==> config.mk <==
export PLATFORM = sky130hd
export DESIGN_NAME = main_fsm_flat
export DESIGN_NICKNAME = d
export VERILOG_FILES = /design/src/rtl/main_fsm_pkg.sv /design/src/rtl/main_fsm_if.sv /design/src/rtl/main_fsm_outdec.sv /design/src/rtl/main_fsm.sv /design/src/flat_wrapper.sv
export SDC_FILE = /design/constraint.sdc
export NUM_CORES = 1
export LEC_CHECK = 0
export BUFFER_PORTS_ARGS = -buffer_cell sky130_fd_sc_hd__buf_2
export CAP_MARGIN = 15
export CORE_MARGIN = 8
export CORE_UTILIZATION = 46
export CTS_CLUSTER_SIZE = 30
export DETAILED_ROUTE_END_ITERATION = 10
export PLACE_DENSITY = 0.76
export SYNTH_ARGS = -nofsm -noshare
export SYNTH_HDL_FRONTEND = slang
export SYNTH_SLANG_ARGS = --single-unit
==> constraint.sdc <==
create_clock -name clk -period 1.6 [get_ports clk]
set_input_delay 0.32 -clock clk [delete_from_list [all_inputs] [get_ports clk]]
set_output_delay 0.32 -clock clk [all_outputs]
set_load 0.1 [all_outputs]
==> src/rtl/main_fsm_pkg.sv <==
// -----------------------------------------------------------------------------
// main_fsm_pkg
// Shared definitions for the multicycle ARMv4 main control FSM:
//   - state_e      : 4-bit state encoding (FETCH=0 ... UNKNOWN=10; 11..15 unused)
//   - OP_* / CMD_* : instruction field constants (Instr[27:26], Instr[24:21])
//   - ADR_*, SRCA_*, SRCB_*, RES_* : datapath mux select codes
//   - ctrl_t       : control vector produced by the state decoder
//   - cmd_writes_cv: which data-processing commands update the C/V flags
// -----------------------------------------------------------------------------
package main_fsm_pkg;

  typedef enum logic [3:0] {
    S_FETCH    = 4'd0,
    S_DECODE   = 4'd1,
    S_MEMADR   = 4'd2,
    S_MEMREAD  = 4'd3,
    S_MEMWB    = 4'd4,
    S_MEMWRITE = 4'd5,
    S_EXECUTER = 4'd6,
    S_EXECUTEI = 4'd7,
    S_ALUWB    = 4'd8,
    S_BRANCH   = 4'd9,
    S_UNKNOWN  = 4'd10
  } state_e;

  // Instr[27:26]
  localparam logic [1:0] OP_DP     = 2'b00;
  localparam logic [1:0] OP_MEM    = 2'b01;
  localparam logic [1:0] OP_BRANCH = 2'b10;
  localparam logic [1:0] OP_UNDEF  = 2'b11;

  // Instr[24:21] data-processing commands that matter to the control path
  localparam logic [3:0] CMD_ADD = 4'b0100;
  localparam logic [3:0] CMD_SUB = 4'b0010;
  localparam logic [3:0] CMD_CMP = 4'b1010;

  localparam logic [3:0] REG_PC = 4'd15;

  // Datapath mux selects
  localparam logic       ADR_PC        = 1'b0;
  localparam logic       ADR_ALU       = 1'b1;
  localparam logic       SRCA_RN       = 1'b0;
  localparam logic       SRCA_PC       = 1'b1;
  localparam logic [1:0] SRCB_RM       = 2'b00;
  localparam logic [1:0] SRCB_IMM      = 2'b01;
  localparam logic [1:0] SRCB_FOUR     = 2'b10;
  localparam logic [1:0] RES_ALUOUT    = 2'b00;
  localparam logic [1:0] RES_DATA      = 2'b01;
  localparam logic [1:0] RES_ALURESULT = 2'b10;

  // Pure state decode. fetch_strobe is the raw "this is FETCH" term; the top
  // qualifies it with MemReady to form IRWrite/NextPC.
  typedef struct packed {
    logic       fetch_strobe;
    logic       adr_src;
    logic       alu_src_a;
    logic [1:0] alu_src_b;
    logic [1:0] result_src;
    logic       alu_op;
    logic       reg_w;
    logic       mem_w;
    logic       branch;
    logic [1:0] flag_w;
    logic       illegal;
  } ctrl_t;

  // ADD, SUB and CMP are the commands whose C/V results are architecturally
  // meaningful here; logical ops only touch N/Z.
  function automatic logic cmd_writes_cv(input logic [3:0] cmd);
    return (cmd == CMD_ADD) || (cmd == CMD_SUB) || (cmd == CMD_CMP);
  endfunction

endpackage

==> src/rtl/main_fsm_if.sv <==
// -----------------------------------------------------------------------------
// main_fsm_if
// Bundles the instruction fields / memory handshake going into the main FSM
// and the control vector coming out of it.
//   master : instruction-register / memory side (drives Op, Funct, Rd, MemReady)
//   slave  : the main FSM (drives all control outputs, InstrCount, State)
// Parameter CNT_WIDTH must match the FSM's CNT_WIDTH.
// -----------------------------------------------------------------------------
interface main_fsm_if #(
  parameter int CNT_WIDTH = 32
);
  logic [1:0]           Op;
  logic [5:0]           Funct;
  logic [3:0]           Rd;
  logic                 MemReady;

  logic                 IRWrite;
  logic                 AdrSrc;
  logic                 ALUSrcA;
  logic [1:0]           ALUSrcB;
  logic [1:0]           ResultSrc;
  logic                 ALUOp;
  logic                 NextPC;
  logic                 RegW;
  logic                 MemW;
  logic                 Branch;
  logic [1:0]           FlagW;
  logic                 PCS;
  logic                 Illegal;
  logic [CNT_WIDTH-1:0] InstrCount;
  logic [3:0]           State;

  modport master (
    output Op, Funct, Rd, MemReady,
    input  IRWrite, AdrSrc, ALUSrcA, ALUSrcB, ResultSrc, ALUOp,
    input  NextPC, RegW, MemW, Branch, FlagW, PCS, Illegal,
    input  InstrCount, State
  );

  modport slave (
    input  Op, Funct, Rd, MemReady,
    output IRWrite, AdrSrc, ALUSrcA, ALUSrcB, ResultSrc, ALUOp,
    output NextPC, RegW, MemW, Branch, FlagW, PCS, Illegal,
    output InstrCount, State
  );
endinterface

==> src/rtl/main_fsm_outdec.sv <==
// -----------------------------------------------------------------------------
// main_fsm_outdec
// Combinational State -> control-vector decode (Moore part of the FSM).
// Ports:
//   state_i  in  state_e  current FSM state
//   funct_i  in  6        Instr[25:20]; [4:1]=cmd, [0]=S
//   ctrl_o   out ctrl_t   decoded control vector (fetch_strobe not yet
//                         qualified by MemReady)
// Encodings outside state_e decode to all-zero (no enables asserted); the
// next-state logic sends them to UNKNOWN on the following edge.
// -----------------------------------------------------------------------------
module main_fsm_outdec
  import main_fsm_pkg::*;
(
  input  state_e      state_i,
  input  logic [5:0]  funct_i,
  output ctrl_t       ctrl_o
);

  logic [3:0] cmd;
  logic       s_bit;
  logic [1:0] exec_flag_w;

  assign cmd   = funct_i[4:1];
  assign s_bit = funct_i[0];

  // Flags are requested in the execute state; the downstream one-cycle
  // flag-write delay makes them land while the result is written back.
  assign exec_flag_w = {s_bit, s_bit & cmd_writes_cv(cmd)};

  always_comb begin
    ctrl_o = '0;
    case (state_i)
      S_FETCH: begin
        ctrl_o.fetch_strobe = 1'b1;
        ctrl_o.adr_src      = ADR_PC;
        ctrl_o.alu_src_a    = SRCA_PC;
        ctrl_o.alu_src_b    = SRCB_FOUR;
        ctrl_o.alu_op       = 1'b0;
        ctrl_o.result_src   = RES_ALURESULT;
      end
      S_DECODE: begin
        // PC+8 is formed here so R15 reads see the architectural value.
        ctrl_o.alu_src_a  = SRCA_PC;
        ctrl_o.alu_src_b  = SRCB_FOUR;
        ctrl_o.result_src = RES_ALURESULT;
      end
      S_MEMADR: begin
        ctrl_o.alu_src_a = SRCA_RN;
        ctrl_o.alu_src_b = SRCB_IMM;
        ctrl_o.alu_op    = 1'b0;
      end
      S_MEMREAD: begin
        ctrl_o.adr_src    = ADR_ALU;
        ctrl_o.result_src = RES_ALUOUT;
      end
      S_MEMWB: begin
        ctrl_o.result_src = RES_DATA;
        ctrl_o.reg_w      = 1'b1;
      end
      S_MEMWRITE: begin
        // MemW stays high on every wait cycle until memory accepts.
        ctrl_o.adr_src = ADR_ALU;
        ctrl_o.mem_w   = 1'b1;
      end
      S_EXECUTER: begin
        ctrl_o.alu_src_a = SRCA_RN;
        ctrl_o.alu_src_b = SRCB_RM;
        ctrl_o.alu_op    = 1'b1;
        ctrl_o.flag_w    = exec_flag_w;
      end
      S_EXECUTEI: begin
        ctrl_o.alu_src_a = SRCA_RN;
        ctrl_o.alu_src_b = SRCB_IMM;
        ctrl_o.alu_op    = 1'b1;
        ctrl_o.flag_w    = exec_flag_w;
      end
      S_ALUWB: begin
        // CMP only sets flags; it never writes a destination register.
        ctrl_o.result_src = RES_ALUOUT;
        ctrl_o.reg_w      = (cmd != CMD_CMP);
      end
      S_BRANCH: begin
        ctrl_o.alu_src_a  = SRCA_RN;
        ctrl_o.alu_src_b  = SRCB_IMM;
        ctrl_o.alu_op     = 1'b0;
        ctrl_o.result_src = RES_ALURESULT;
        ctrl_o.branch     = 1'b1;
      end
      S_UNKNOWN: begin
        ctrl_o.illegal = 1'b1;
      end
      default: begin
        ctrl_o = '0;
      end
    endcase
  end

endmodule

==> src/rtl/main_fsm.sv <==
// -----------------------------------------------------------------------------
// main_fsm
// Multicycle ARMv4 main control FSM: FETCH -> DECODE -> execute/memory ->
// writeback, with a MemReady wait handshake on FETCH, MEMREAD and MEMWRITE
// and a count of retired instructions.
// Parameters:
//   CNT_WIDTH       width of InstrCount (wraps modulo 2^CNT_WIDTH)
//   ILLEGAL_STICKY  1: UNKNOWN held until reset; 0: UNKNOWN -> FETCH next cycle
// Ports:
//   clk    in  rising-edge clock
//   reset  in  asynchronous active-low reset
//   bus    main_fsm_if.slave: Op/Funct/Rd/MemReady in; IRWrite, AdrSrc,
//          ALUSrcA, ALUSrcB, ResultSrc, ALUOp, NextPC, RegW, MemW, Branch,
//          FlagW, PCS, Illegal, InstrCount, State out
// Enables are unconditional; downstream condition logic gates them with CondEx.
// -----------------------------------------------------------------------------
module main_fsm
  import main_fsm_pkg::*;
#(
  parameter int CNT_WIDTH      = 32,
  parameter bit ILLEGAL_STICKY = 1'b1
) (
  input  logic     clk,
  input  logic     reset,
  main_fsm_if.slave bus
);

  state_e               state_q, state_d;
  logic [CNT_WIDTH-1:0] count_q, count_d;
  ctrl_t                ctrl;
  logic                 i_bit;
  logic                 l_bit;
  logic                 retire;
  logic                 fetch_go;
  logic                 reg_w_type;

  assign i_bit = bus.Funct[5];
  assign l_bit = bus.Funct[0];

  // ---------------------------------------------------------------------------
  // Next-state logic
  // ---------------------------------------------------------------------------
  always_comb begin
    state_d = state_q;
    case (state_q)
      S_FETCH:    if (bus.MemReady) state_d = S_DECODE;
      S_DECODE: begin
        case (bus.Op)
          OP_MEM:    state_d = S_MEMADR;
          OP_DP:     state_d = i_bit ? S_EXECUTEI : S_EXECUTER;
          OP_BRANCH: state_d = S_BRANCH;
          default:   state_d = S_UNKNOWN;
        endcase
      end
      S_MEMADR:   state_d = l_bit ? S_MEMREAD : S_MEMWRITE;
      S_MEMREAD:  if (bus.MemReady) state_d = S_MEMWB;
      S_MEMWRITE: if (bus.MemReady) state_d = S_FETCH;
      S_EXECUTER,
      S_EXECUTEI: state_d = S_ALUWB;
      S_MEMWB,
      S_ALUWB,
      S_BRANCH:   state_d = S_FETCH;
      S_UNKNOWN:  state_d = ILLEGAL_STICKY ? S_UNKNOWN : S_FETCH;
      // Unused encodings (e.g. after an upset) are trapped as illegal.
      default:    state_d = S_UNKNOWN;
    endcase
  end

  // An instruction retires on the edge that leaves its last state for FETCH.
  // MEMWRITE only leaves once memory has accepted the store.
  always_comb begin
    retire = 1'b0;
    case (state_q)
      S_MEMWB, S_ALUWB, S_BRANCH: retire = 1'b1;
      S_MEMWRITE:                 retire = bus.MemReady;
      default:                    retire = 1'b0;
    endcase
  end

  assign count_d = retire ? count_q + 1'b1 : count_q;

  // ---------------------------------------------------------------------------
  // State and counter registers
  // ---------------------------------------------------------------------------
  always_ff @(posedge clk or negedge reset) begin
    if (!reset) begin
      state_q <= S_FETCH;
      count_q <= '0;
    end else begin
      state_q <= state_d;
      count_q <= count_d;
    end
  end

  // ---------------------------------------------------------------------------
  // Output decode
  // ---------------------------------------------------------------------------
  main_fsm_outdec u_outdec (
    .state_i (state_q),
    .funct_i (bus.Funct),
    .ctrl_o  (ctrl)
  );

  // The register already reads FETCH while reset is low, so the only outputs
  // that need explicit suppression are the MemReady-qualified fetch strobes.
  assign fetch_go = ctrl.fetch_strobe & bus.MemReady & reset;

  // Instructions that can target a register: data-processing ops and loads.
  assign reg_w_type = (bus.Op == OP_DP) || ((bus.Op == OP_MEM) && l_bit);

  assign bus.IRWrite    = fetch_go;
  assign bus.NextPC     = fetch_go;
  assign bus.AdrSrc     = ctrl.adr_src;
  assign bus.ALUSrcA    = ctrl.alu_src_a;
  assign bus.ALUSrcB    = ctrl.alu_src_b;
  assign bus.ResultSrc  = ctrl.result_src;
  assign bus.ALUOp      = ctrl.alu_op;
  assign bus.RegW       = ctrl.reg_w;
  assign bus.MemW       = ctrl.mem_w;
  assign bus.Branch     = ctrl.branch;
  assign bus.FlagW      = ctrl.flag_w;
  assign bus.Illegal    = ctrl.illegal;
  assign bus.PCS        = ((bus.Rd == REG_PC) && reg_w_type) || (bus.Op == OP_BRANCH);
  assign bus.InstrCount = count_q;
  assign bus.State      = state_q;

endmodule

==> src/flat_wrapper.sv <==
// flat-port wrapper written by rule: the top's interface ports become plain ports
module main_fsm_flat import main_fsm_pkg::*;
#(
  parameter int CNT_WIDTH      = 32,
  parameter bit ILLEGAL_STICKY = 1'b1
)
  (clk, reset, bus_Op, bus_Funct, bus_Rd, bus_MemReady, bus_IRWrite, bus_AdrSrc, bus_ALUSrcA, bus_ALUSrcB, bus_ResultSrc, bus_ALUOp, bus_NextPC, bus_RegW, bus_MemW, bus_Branch, bus_FlagW, bus_PCS, bus_Illegal, bus_InstrCount, bus_State);
  main_fsm_if #(.CNT_WIDTH(CNT_WIDTH)) bus_i ();
  input  logic clk;
  input  logic reset;
  input wire logic [$bits(bus_i.Op)-1:0] bus_Op;
  input wire logic [$bits(bus_i.Funct)-1:0] bus_Funct;
  input wire logic [$bits(bus_i.Rd)-1:0] bus_Rd;
  input wire logic [$bits(bus_i.MemReady)-1:0] bus_MemReady;
  output wire logic [$bits(bus_i.IRWrite)-1:0] bus_IRWrite;
  output wire logic [$bits(bus_i.AdrSrc)-1:0] bus_AdrSrc;
  output wire logic [$bits(bus_i.ALUSrcA)-1:0] bus_ALUSrcA;
  output wire logic [$bits(bus_i.ALUSrcB)-1:0] bus_ALUSrcB;
  output wire logic [$bits(bus_i.ResultSrc)-1:0] bus_ResultSrc;
  output wire logic [$bits(bus_i.ALUOp)-1:0] bus_ALUOp;
  output wire logic [$bits(bus_i.NextPC)-1:0] bus_NextPC;
  output wire logic [$bits(bus_i.RegW)-1:0] bus_RegW;
  output wire logic [$bits(bus_i.MemW)-1:0] bus_MemW;
  output wire logic [$bits(bus_i.Branch)-1:0] bus_Branch;
  output wire logic [$bits(bus_i.FlagW)-1:0] bus_FlagW;
  output wire logic [$bits(bus_i.PCS)-1:0] bus_PCS;
  output wire logic [$bits(bus_i.Illegal)-1:0] bus_Illegal;
  output wire logic [$bits(bus_i.InstrCount)-1:0] bus_InstrCount;
  output wire logic [$bits(bus_i.State)-1:0] bus_State;
  assign bus_i.Op = bus_Op;
  assign bus_i.Funct = bus_Funct;
  assign bus_i.Rd = bus_Rd;
  assign bus_i.MemReady = bus_MemReady;
  assign bus_IRWrite = bus_i.IRWrite;
  assign bus_AdrSrc = bus_i.AdrSrc;
  assign bus_ALUSrcA = bus_i.ALUSrcA;
  assign bus_ALUSrcB = bus_i.ALUSrcB;
  assign bus_ResultSrc = bus_i.ResultSrc;
  assign bus_ALUOp = bus_i.ALUOp;
  assign bus_NextPC = bus_i.NextPC;
  assign bus_RegW = bus_i.RegW;
  assign bus_MemW = bus_i.MemW;
  assign bus_Branch = bus_i.Branch;
  assign bus_FlagW = bus_i.FlagW;
  assign bus_PCS = bus_i.PCS;
  assign bus_Illegal = bus_i.Illegal;
  assign bus_InstrCount = bus_i.InstrCount;
  assign bus_State = bus_i.State;
  main_fsm #(.CNT_WIDTH(CNT_WIDTH), .ILLEGAL_STICKY(ILLEGAL_STICKY)) u_core (.clk(clk), .reset(reset), .bus(bus_i));
endmodule
==> impl_results.md, run 1 <==
- Number of port buffers: 66
- Cell Area, Placed: 3381 sq um
- CTS root buf: clkbuf_8
- Maximum root-to-sink buffer count: 2
- DP HPWL: 4975 um
- Last stage: global routing
- Initial Util: 48.00%
- Area of the mapped netlist: 2105 sq um
- H-tree Lvls: 2
- Ys async rst share: 100.0%
- Row cnt: 24
- Unique masters post-synth: 42
- Io pins: 67
- Run Error: [ERROR DPL-0033] detailed placement checks failed during check placement.
- Placement Setup Slack: -89.89 ps
- GPL Wtd Cong: 0.8412
- Post-synthesis sequential area ratio: 42.81%
- Yosys warns: 0
- Die Wd: 83.64 um
- GR repair worst EP: bus_FlagW[0]
- Die span in y: 83.64 um
- Syn_area_per_cell: 10.02 sq um
- # clock sinks: 36
- Synthesized flop and latch total: 36
- Main synth FF type: dfrtp_1
- Kind of the worst endpoint: primary output
- Initial antenna violation count: 0
- Mapped Nets: 226
- Count of hold-fix buffers inserted at cts: 0
- Post-synth EDFFs: 0
- Syn Inst Count: 210
- Largest net degree at the start of global routing: 37
- CTS Buf Count: 5
- Status: did not finish
[kinds of logic after synthesis]
logic type | after synthesis | share of synthesized area (%)
buffers and inverters | 17 | 4.340
DFF | 36 | 42.81
and+or+nand+nor | 106 | 33.11
muxes | 2 | 1.011
adders and majority gates | 1 | 0.5944
AOI/OAI and AO/OA | 15 | 4.400
xor gates and xnor gates | 33 | 13.73
[cells in the mapped netlist, drive strengths merged (4+ instances only)]
cell     n  share of area (%)
nand2b   6                1.8
a21oi    7                1.8
nor4    21                9.0
nand3    9                2.1
nand2   18                3.2
nand4    5                1.5
nor2    10                1.8
and2     4                1.2
nor3     7                1.7
and4     7                2.9
clkbuf   4               0.71
dfrtp   36                 43
nor4b    4                1.7
xor2    32                 13
buf     10                3.1
o21ai    4               0.95
[repair_timing]
| action | CTS |
|---|---|
| resized for setup | 67 |
| buffers inserted | 15 |
| pin swaps | 36 |
| endpoints found under the setup margin | 41 |
| gates cloned | 4 |
[per-stage QoR]
step	utilization, %	cells
3_3_place_gp	77.11	356
4_1_cts	92.52	381
3_5_place_dp	77.11	356
2_1_floorplan	-	210
==> run 2, diff against run 1 <==
CORE_UTILIZATION = 40   (was 46)
CTS_CLUSTER_SIZE = not set   (was 30)
PLACE_DENSITY = not set   (was 0.76)
PLACE_DENSITY_LB_ADDON = 0.15   (was not set)
clock period = 2.1 ns   (was 1.6 ns; I/O delays follow)
==> run 2 against run 1 <==
The flow now finishes without violations. Synthesized cell count unchanged. Area after synthesis unchanged.
==> impl_results.md, run 2 <==
- H-tree Lvls: 2
- DRC: 0
- Post-synthesis sequential area ratio: 42.81%
- Peak fanout along the critical path: 7
- Initial drt markers: 128
- Io pins: 67
- # clock sinks: 36
- Cell Area, Placed: 2841 sq um
- Fin Hold WS: 204.0 ps
- Area of the mapped netlist: 2105 sq um
- Commonest non-fill, non-tap cell in the layout: buf_2
- N_diodes: 0
- RSZ-0062 raised after global routing: yes
- Commonest non-fill, non-tap cells in the layout: buf_2 (52), xor2_1 (32), buf_4 (20), dfrtp_2 (18), nand2_1 (17)
- Main synth FF type: dfrtp_1
- Critical path class: reg2out
- Min cycle time layout: 2034 ps
- Synthesized flop and latch total: 36
- First-pass GRT wire length: 8942 um
- Max reg flops: 32
- Status: finished clean
- Die Wd: 88.54 um
- Via density: 5.131
- Worst VDD drop: 1.393 mV
- Top cell type's share of synthesized area: 42.81%
- Final Skew: 12.28 ps
- Setup TNS Final: 0 ps
- Slew headroom: 66.76%
- CTS clk-pin slew, worst paths: 80 ps
- Yosys warns: 0
- Synth area leader: dfrtp_1
- Fin nets: 305
- Detailed Routing Iterations Pass 1: 4
- Largest net degree at the start of global routing: 37
- Mapped Nets: 226
- Fillers: 451
- HP Class: in2async
- Ys async rst share: 100.0%
- Arrival time at the worst endpoint: 1610 ps
- Placed insts: 338
- WP data required: 1680 ps
- Fmax: 0.4917 GHz
- Register area: 938.4 sq um
- Max Slew Vio Count: 0
- Share of cells above drive strength 1: 50.34%
- Count of hold-fix buffers inserted at cts: 0
- CP Capture Type: output port
- Number of port buffers: 66
- Clock Latency Late Sink: 290 ps
- Post-Layout Inst Area: 3065 sq um
- Maximum root-to-sink buffer count: 2
- Final ANT Viol Nets: 0
- Multi-input combinational cell area: 1226 sq um
- CTS Buf Count: 5
- Max-cap violations: 0
- Row cnt: 26
- Initial antenna violation count: 0
- CTS root buf: clkbuf_8
- Syn Inst Count: 210
- DP HPWL: 4152 um
- Hold Violations, Final: 0
- Total die area: 7838 sq um
- Total track usage: 14.60%
- Post-Route WL: 5628 um
- Placement Setup Slack: 200.6 ps
- GRT overflow: 0
- Non-Filler Instances: 360
- Final Setup Violations: 0
- Power Dens Cells: 1562 nW/um^2
- Synthesis-to-finish area growth: 45.66%
- Unique masters post-synth: 42
- Initial Util: 41.21%
- Wire length per cell: 15.63 um
- Post-synth EDFFs: 0
- Actual slew at the worst max-slew pin: 502.0 ps
- CP startpoint kind: register
- P_leak: 0.001522 uW
- Die span in y: 88.54 um
- Final Worst Setup Slack: 66.44 ps
- GPL Wtd Cong: 0.8572
- Total core area: 5107 sq um
- Commonest cells post-synth: dfrtp_1 (36), xor2_1 (32), nand2_1 (18), nor4_1 (13), nor2_1 (10)
- Via count: 1,847
- Number of global-route vias before repair: 1,802
- CTS tree: done
- Crit share post-route: 96.84%
- Dominant cells by area after synthesis: dfrtp_1 (43%), xor2_1 (13%), nor4_2 (4.2%)
- Syn_area_per_cell: 10.02 sq um
- Most frequent cell after synthesis: dfrtp_1
-- run 2: cell counts after synthesis --
Identical to the previous run, type by type.
-- run 2: repair_timing --
item	in CTS	in global routing
resized for setup	3	2
pin swaps	1	3
setup endpoints to repair	8	10
buffers inserted	6	8
-- run 2: cell type report --
| cell class | count | share of cell area [%] |
|---|---|---|
| multi-input cells | 157 | 40.00 |
| flip-flops and latches | 36 | 30.61 |
| repair buffers | 86 | 22.53 |
| well taps | 70 | 2.857 |
| clock buffers | 6 | 2.367 |
| clock inverters | 2 | 1.143 |
| inverters | 3 | 0.4898 |
-- run 2: cell families after synthesis --
logic type,count (synthesis),synth area share [%]
xor gates and xnor gates,33,13.73
DFF,36,42.81
buffers and inverters,17,4.340
muxes,2,1.011
adders and majority gates,1,0.5944
and+or+nand+nor,106,33.11
AOI/OAI and AO/OA,15,4.400
-- run 2: path summary, 6_finish.rpt --
check	from	to	slack [ps]	cells after the start
max in group asynchronous	reset	u_core.bus.State[0]	1530	2
min in group clk	u_core.bus.InstrCount[19]	u_core.bus.InstrCount[19]	470	1
hold reg to reg	u_core.bus.InstrCount[19]	u_core.bus.InstrCount[19]	470	1
setup / recovery	u_core.bus.State[3]	bus_FlagW[0]	70	5
hold / removal	reset	u_core.bus.InstrCount[31]	200	2
setup reg to reg	u_core.bus.State[2]	u_core.bus.InstrCount[1]	100	6
-- run 2: critical path: stages (launching register included) --
cell      delay (ps)
dfrtp_4          510
nand2b_4         170
nor2_4            80
and2_4           150
nor3b_4          210
buf_12           200
-- run 2: where the power goes --
group / switching [uW] / leakage, uW / internal, uW
clock: 250 / 0.0000552 / 352
sequential: 140 / 0.000456 / 818
combinational: 2240 / 0.00101 / 988
-- run 2: stage by stage --
| step | util [%] | total power, uW |
|---|---|---|
| final | 60.02 | 4787 |
| after global routing | 60.02 | 4992 |
| after CTS | 58.75 | 4686 |
| after detailed placement | 55.63 | 3993 |
| after global placement | 55.63 | 3971 |
| after floorplan | - | 3294 |
-- run 2: metal layers --
metal	global-route usage (%)	wire, um	vias up
li1	-	-	903
met1	19.09	2512	890
met2	22.47	2683	45
met3	3.993	345	9
met4	5.069	87	0
met5	0	0	-
Power figures use the tool's default switching activity.
